### src/rtl/kim_rr_arb_4to1.sv
// Round-robin arbiter for four burst requesters sharing one 4:1 datapath mux.
// Optional beat limit per grant is compiled in with `define KIM_ARB_BURST_LIMIT_EN.
module kim_rr_arb_4to1 #(
   parameter int MAX_BURST = 16,
   parameter int CNT_WIDTH = 5
) (
   input  logic                 clk,
   input  logic                 rst_n,
   input  logic [3:0]           req_valid,
   input  logic [3:0]           req_last,
   output logic [3:0]           req_ready,
   output logic [1:0]           sel,
   output logic [3:0]           grant,
   output logic                 out_valid,
   output logic                 out_last,
   input  logic                 out_ready,
   output logic                 busy,
   output logic [CNT_WIDTH-1:0] beat_cnt,
   output logic                 burst_trunc
);

   localparam logic [0:0] ST_IDLE  = 1'b0;
   localparam logic [0:0] ST_BURST = 1'b1;
   localparam logic [CNT_WIDTH-1:0] CNT_SAT = {CNT_WIDTH{1'b1}};
   localparam logic [CNT_WIDTH-1:0] CNT_ONE = {{(CNT_WIDTH-1){1'b0}}, 1'b1};

   logic [0:0]           state_r, state_nxt_s;
   logic [3:0]           grant_r, grant_nxt_s;
   logic [1:0]           sel_r, sel_nxt_s;
   logic [1:0]           last_gnt_r, last_gnt_nxt_s;
   logic [CNT_WIDTH-1:0] cnt_r, cnt_nxt_s, cnt_inc_s;
   logic                 trunc_r, trunc_nxt_s;
   logic                 any_req_s;
   logic [1:0]           pick_s;
   logic                 out_valid_s, out_last_s, accept_s, limit_hit_s, release_s;
   logic [3:0]           req_ready_s;

   // First requester above the previous winner, wrapping 3 -> 0.
   function automatic logic [1:0] rr_pick(input logic [3:0] req, input logic [1:0] last);
      logic [1:0] idx;
      logic [1:0] res;
      logic       found;
      res   = 2'b00;
      found = 1'b0;
      for (int k = 1; k <= 4; k++) begin
         idx   = last + k[1:0];
         res   = (!found && req[idx]) ? idx : res;
         found = found | req[idx];
      end
      return res;
   endfunction

   assign any_req_s = |req_valid;
   assign pick_s    = rr_pick(req_valid, last_gnt_r);
   assign cnt_inc_s = (cnt_r == CNT_SAT) ? cnt_r : cnt_r + CNT_ONE;

   // Beat handshake through the granted requester; everything is quiet while idle.
   always_comb begin
      out_valid_s = 1'b0;
      out_last_s  = 1'b0;
      req_ready_s = 4'b0000;
      if (state_r == ST_BURST) begin
         out_valid_s = req_valid[sel_r];
         out_last_s  = req_last[sel_r];
         req_ready_s = {3'b000, out_ready} << sel_r;
      end else begin
         out_valid_s = 1'b0;
         out_last_s  = 1'b0;
         req_ready_s = 4'b0000;
      end
   end

   assign accept_s = out_valid_s & out_ready;

`ifdef KIM_ARB_BURST_LIMIT_EN
   localparam logic [CNT_WIDTH-1:0] MAX_CNT = CNT_WIDTH'(MAX_BURST);
   assign limit_hit_s = accept_s & ~out_last_s & (cnt_inc_s == MAX_CNT);
`else
   logic [31:0] unused_max_burst_s;
   assign unused_max_burst_s = 32'(MAX_BURST);
   assign limit_hit_s        = 1'b0;
`endif

   assign release_s = accept_s & (out_last_s | limit_hit_s);

   // Next-state: arbitrate in IDLE, count beats and release in BURST; sel is left alone on release.
   always_comb begin
      state_nxt_s    = state_r;
      grant_nxt_s    = grant_r;
      sel_nxt_s      = sel_r;
      last_gnt_nxt_s = last_gnt_r;
      cnt_nxt_s      = cnt_r;
      trunc_nxt_s    = trunc_r | limit_hit_s;
      case (state_r)
         ST_IDLE: begin
            if (any_req_s) begin
               state_nxt_s = ST_BURST;
               grant_nxt_s = 4'b0001 << pick_s;
               sel_nxt_s   = pick_s;
               cnt_nxt_s   = {CNT_WIDTH{1'b0}};
            end else begin
               state_nxt_s = ST_IDLE;
            end
         end
         ST_BURST: begin
            if (accept_s) begin
               cnt_nxt_s = cnt_inc_s;
            end else begin
               cnt_nxt_s = cnt_r;
            end
            if (release_s) begin
               state_nxt_s    = ST_IDLE;
               grant_nxt_s    = 4'b0000;
               last_gnt_nxt_s = sel_r;
            end else begin
               state_nxt_s = ST_BURST;
            end
         end
         default: begin
            state_nxt_s = ST_IDLE;
            grant_nxt_s = 4'b0000;
         end
      endcase
   end

   // State and output registers.
   always_ff @(posedge clk or negedge rst_n) begin
      if (!rst_n) begin
         state_r    <= ST_IDLE;
         grant_r    <= 4'b0000;
         sel_r      <= 2'b00;
         last_gnt_r <= 2'b11;
         cnt_r      <= {CNT_WIDTH{1'b0}};
         trunc_r    <= 1'b0;
      end else begin
         state_r    <= state_nxt_s;
         grant_r    <= grant_nxt_s;
         sel_r      <= sel_nxt_s;
         last_gnt_r <= last_gnt_nxt_s;
         cnt_r      <= cnt_nxt_s;
         trunc_r    <= trunc_nxt_s;
      end
   end

   assign grant       = grant_r;
   assign sel         = sel_r;
   assign busy        = (state_r == ST_BURST);
   assign beat_cnt    = cnt_r;
   assign burst_trunc = trunc_r;
   assign out_valid   = out_valid_s;
   assign out_last    = out_last_s;
   assign req_ready   = req_ready_s;

endmodule

### config.mk
export PLATFORM = sky130hd
export DESIGN_NAME = kim_rr_arb_4to1
export DESIGN_NICKNAME = d
export VERILOG_FILES = /design/src/rtl/kim_rr_arb_4to1.sv
export SDC_FILE = /design/constraint.sdc
export NUM_CORES = 1
export LEC_CHECK = 0
export ABC_CLOCK_PERIOD_IN_PS = 1500
export BUFFER_PORTS_ARGS = -buffer_cell sky130_fd_sc_hd__buf_4
export CORE_UTILIZATION = 43
export DETAILED_ROUTE_END_ITERATION = 8
export GPL_TIMING_DRIVEN = 0
export PLACE_DENSITY_LB_ADDON = 0.08
export SYNTH_ARGS = -nofsm -noshare
export SYNTH_HDL_FRONTEND = slang
export SYNTH_SLANG_ARGS = --single-unit
### constraint.sdc
create_clock -name clk -period 1.5 [get_ports clk]
set_input_delay 0.3 -clock clk [delete_from_list [all_inputs] [get_ports clk]]
set_output_delay 0.3 -clock clk [all_outputs]
set_load 0.05 [all_outputs]
==> flow_summary.json <==
{
  "layoutNonFillerInstCount": 153,
  "crit_chain": "mux4_2, and2_4, buf_8",
  "wirelength_um": 2300,
  "layout_commonest_cell": "buf_4",
  "synth.avg_cell_area_sq_um": 10.4,
  "reg2reg_to": "last_gnt_r[0]$_DFFE_PN1P_",
  "status": "complete, but fails checks",
  "critPathLaunch": "sel[0]$_DFFE_PN0P_",
  "tns_ns": -3.50,
  "synth-seq-area-share_pct": 43.0,
  "power.density_nw_per_um2": 2290,
  "core.rowCount": 15,
  "synth_area_sq_um": 821,
  "vias": 808,
  "synth_warnings": 0,
  "p_leak_nw": 0.671,
  "max_cap_violations": 0,
  "rsz0062_at_grt": "true",
  "fin_crit_sh_pct": 124,
  "vdd_drop_max_uv": 1670,
  "hold_slack_ns": 0.390,
  "reg2regPathDepth": 5,
  "drc": 0,
  "antenna_found_initial": 0,
  "cp.required_ns": 1.20,
  "mappedNetlistNets": 92,
  "port_buffers": 28,
  "ant_nets": 0,
  "clock_path_buffers": 2,
  "drtPass1Iterations": 5,
  "clock_latency_ns": 0.29,
  "grt_overflow": 0,
  "core_area_sq_um": 1760,
  "drive_gt1_share_pct": 69.5,
  "start_util_pct": 46.5,
  "h-tree-depth": 1,
  "cts_made_buffers": 3,
  "grt_max_degree": 15,
  "die_w_um": 45.7,
  "fmax_mhz": 539,
  "gp_congestion": 0.763,
  "viasPerCell": 5.28,
  "synth-seq-cells": 14,
  "critPathMaxStageDelay_ns": 0.53,
  "syn_inst": 79,
  "layout_setup_ws_ns": -0.354,
  "worstSetupStartpointType": "flip-flop",
  "violations": "setup timing",
  "finalCriticalPeriod_ns": 1.85,
  "die_h_um": 45.7,
  "grt_pass1_wl_um": 3390,
  "crit_family": "multiplexers",
  "crit_slowest_cell": "mux4_2",
  "fin_skew_ns": 0.0127,
  "worstPathArrival_ns": 1.55,
  "power_mw": 3.31,
  "grt_pass1_vias": 783,
  "dr.first_iter.drc_count": 11,
  "dp_cells": 132,
  "path_clk_slew_ns": 0.10,
  "final_nets": 142,
  "antennaDiodeCount": 0,
  "cp_num_buf_inv": 1,
  "path_class": "flip-flop to output port",
  "synth_cell_types": 38,
  "dp_hpwl_um": 1380,
  "path_max_fanout": 5,
  "pin_count": 30,
  "syn_to_final_growth_pct": 75.8,
  "clkSinkCount": 14,
  "die_area_sq_um": 2090,
  "slew_violations": 0,
  "r2r_start": "sel[0]$_DFFE_PN0P_",
  "hold_viol_final": 0,
  "routedWlPerCell_um": 15.0,
  "grt_usage_pct": 24.1,
  "num-fill-cells": 115,
  "r2r_slack_ns": -0.26,
  "cts_root_buf": "clkbuf_4",
  "min_path_type": "input pin to asynchronous set/reset pin",
  "endpoint_kind": "output port",
  "cts_tree": "done",
  "setup_viol_count_final": 18,
  "final_cell_mix": "buf_4, buf_6, dfrtp_1"
}
-- sequential cells by signal, summed over array words and instances, names as in the netlist --
name,count
last_gnt_r,2
busy,1
grant,4
beat_cnt,5
sel,2
-- per-stage QoR --
stage          instance area (sq um)  util, %  worst slack [ns]
6_report                        1440     81.8            -0.354
5_1_grt                         1440     81.8            -0.400
4_1_cts                         1390     78.9            -0.392
3_5_place_dp                    1140     64.5            -0.242
3_3_place_gp                    1140     64.5            -0.232
2_1_floorplan                    897        -            -0.301
-- what timing repair did --
action	CTS	global route
hold endpoints to repair	12	0
resized for setup	27	10
setup endpoints to repair	18	19
pin swaps	7	2
hold buffers	1	0
buffers inserted	14	4
-- per-layer routing --
layer	track usage, %	wire length, um	vias to the layer above
met4	12.4	48	0
li1	-	-	383
met5	0	0	-
met1	27.7	962	392
met2	42.6	1200	27
met3	3.97	86	6
-- area by class of cell --
| cell class | instances | area [sq um] | area share (%) |
|---|---|---|---|
| timing repair buffer | 47 | 419 | 29.1 |
| sequential | 14 | 359 | 24.9 |
| inverter | 3 | 11.3 | 0.781 |
| clock buffer | 4 | 36.3 | 2.52 |
| buffer | 3 | 23.8 | 1.65 |
| multi-input combinational | 57 | 562 | 38.9 |
| tap | 25 | 31.3 | 2.17 |
-- where the power goes --
| group | leakage (nW) | internal [mW] | switching, mW |
|---|---|---|---|
| combinational | 0.480 | 1.03 | 1.28 |
| clock | 0.0210 | 0.148 | 0.129 |
| sequential | 0.170 | 0.552 | 0.163 |
| total | 0.671 | 1.73 | 1.57 |
-- how the worst max path moves through the flow --
| stage | end | cells after the start |
|---|---|---|
| 5_1_grt | out_valid | 3 |
| 4_1_cts | out_valid | 4 |
| 3_5_place_dp | out_valid | 4 |
| 2_1_floorplan | out_valid | 3 |
| 6_report | out_last | 3 |
| 3_3_place_gp | out_valid | 4 |
-- synth_stat cells, drive strengths merged --
master / count / share of area (%)
conb: 1 / 0.46
a31o: 1 / 1.1
inv: 3 / 1.4
a31oi: 1 / 0.76
a21o: 3 / 2.7
mux2: 3 / 4.1
a32o: 2 / 2.4
nand2: 5 / 2.3
and2: 3 / 2.4
dfrtp: 12 / 37
nor3b: 1 / 0.91
ha: 2 / 3.0
clkbuf: 2 / 1.1
buf: 3 / 2.9
o31ai: 3 / 2.7
nor2b: 1 / 0.76
a21oi: 1 / 0.61
o21ai: 5 / 3.0
nor2: 6 / 2.7
nand3: 7 / 4.9
nand2b: 1 / 0.76
mux2i: 1 / 1.2
mux4: 2 / 5.9
o211ai: 1 / 0.91
a21boi: 1 / 0.91
or3: 1 / 0.76
and3: 2 / 1.7
nand3b: 2 / 3.4
a2bb2oi: 1 / 1.1
dfstp: 2 / 6.4
-- kinds of logic (layout without fill, tap and decap cells) --
family,after synthesis,in the layout,synth area share [%]
compound gates,19,19,16.3
simple gates,29,29,20.6
flops,14,14,43.0
fa+ha+maj,2,2,3.05
buf+inv,8,57,5.33
other cells,1,1,0.457
mux,6,6,11.3
(Power assumes the default switching activity.)
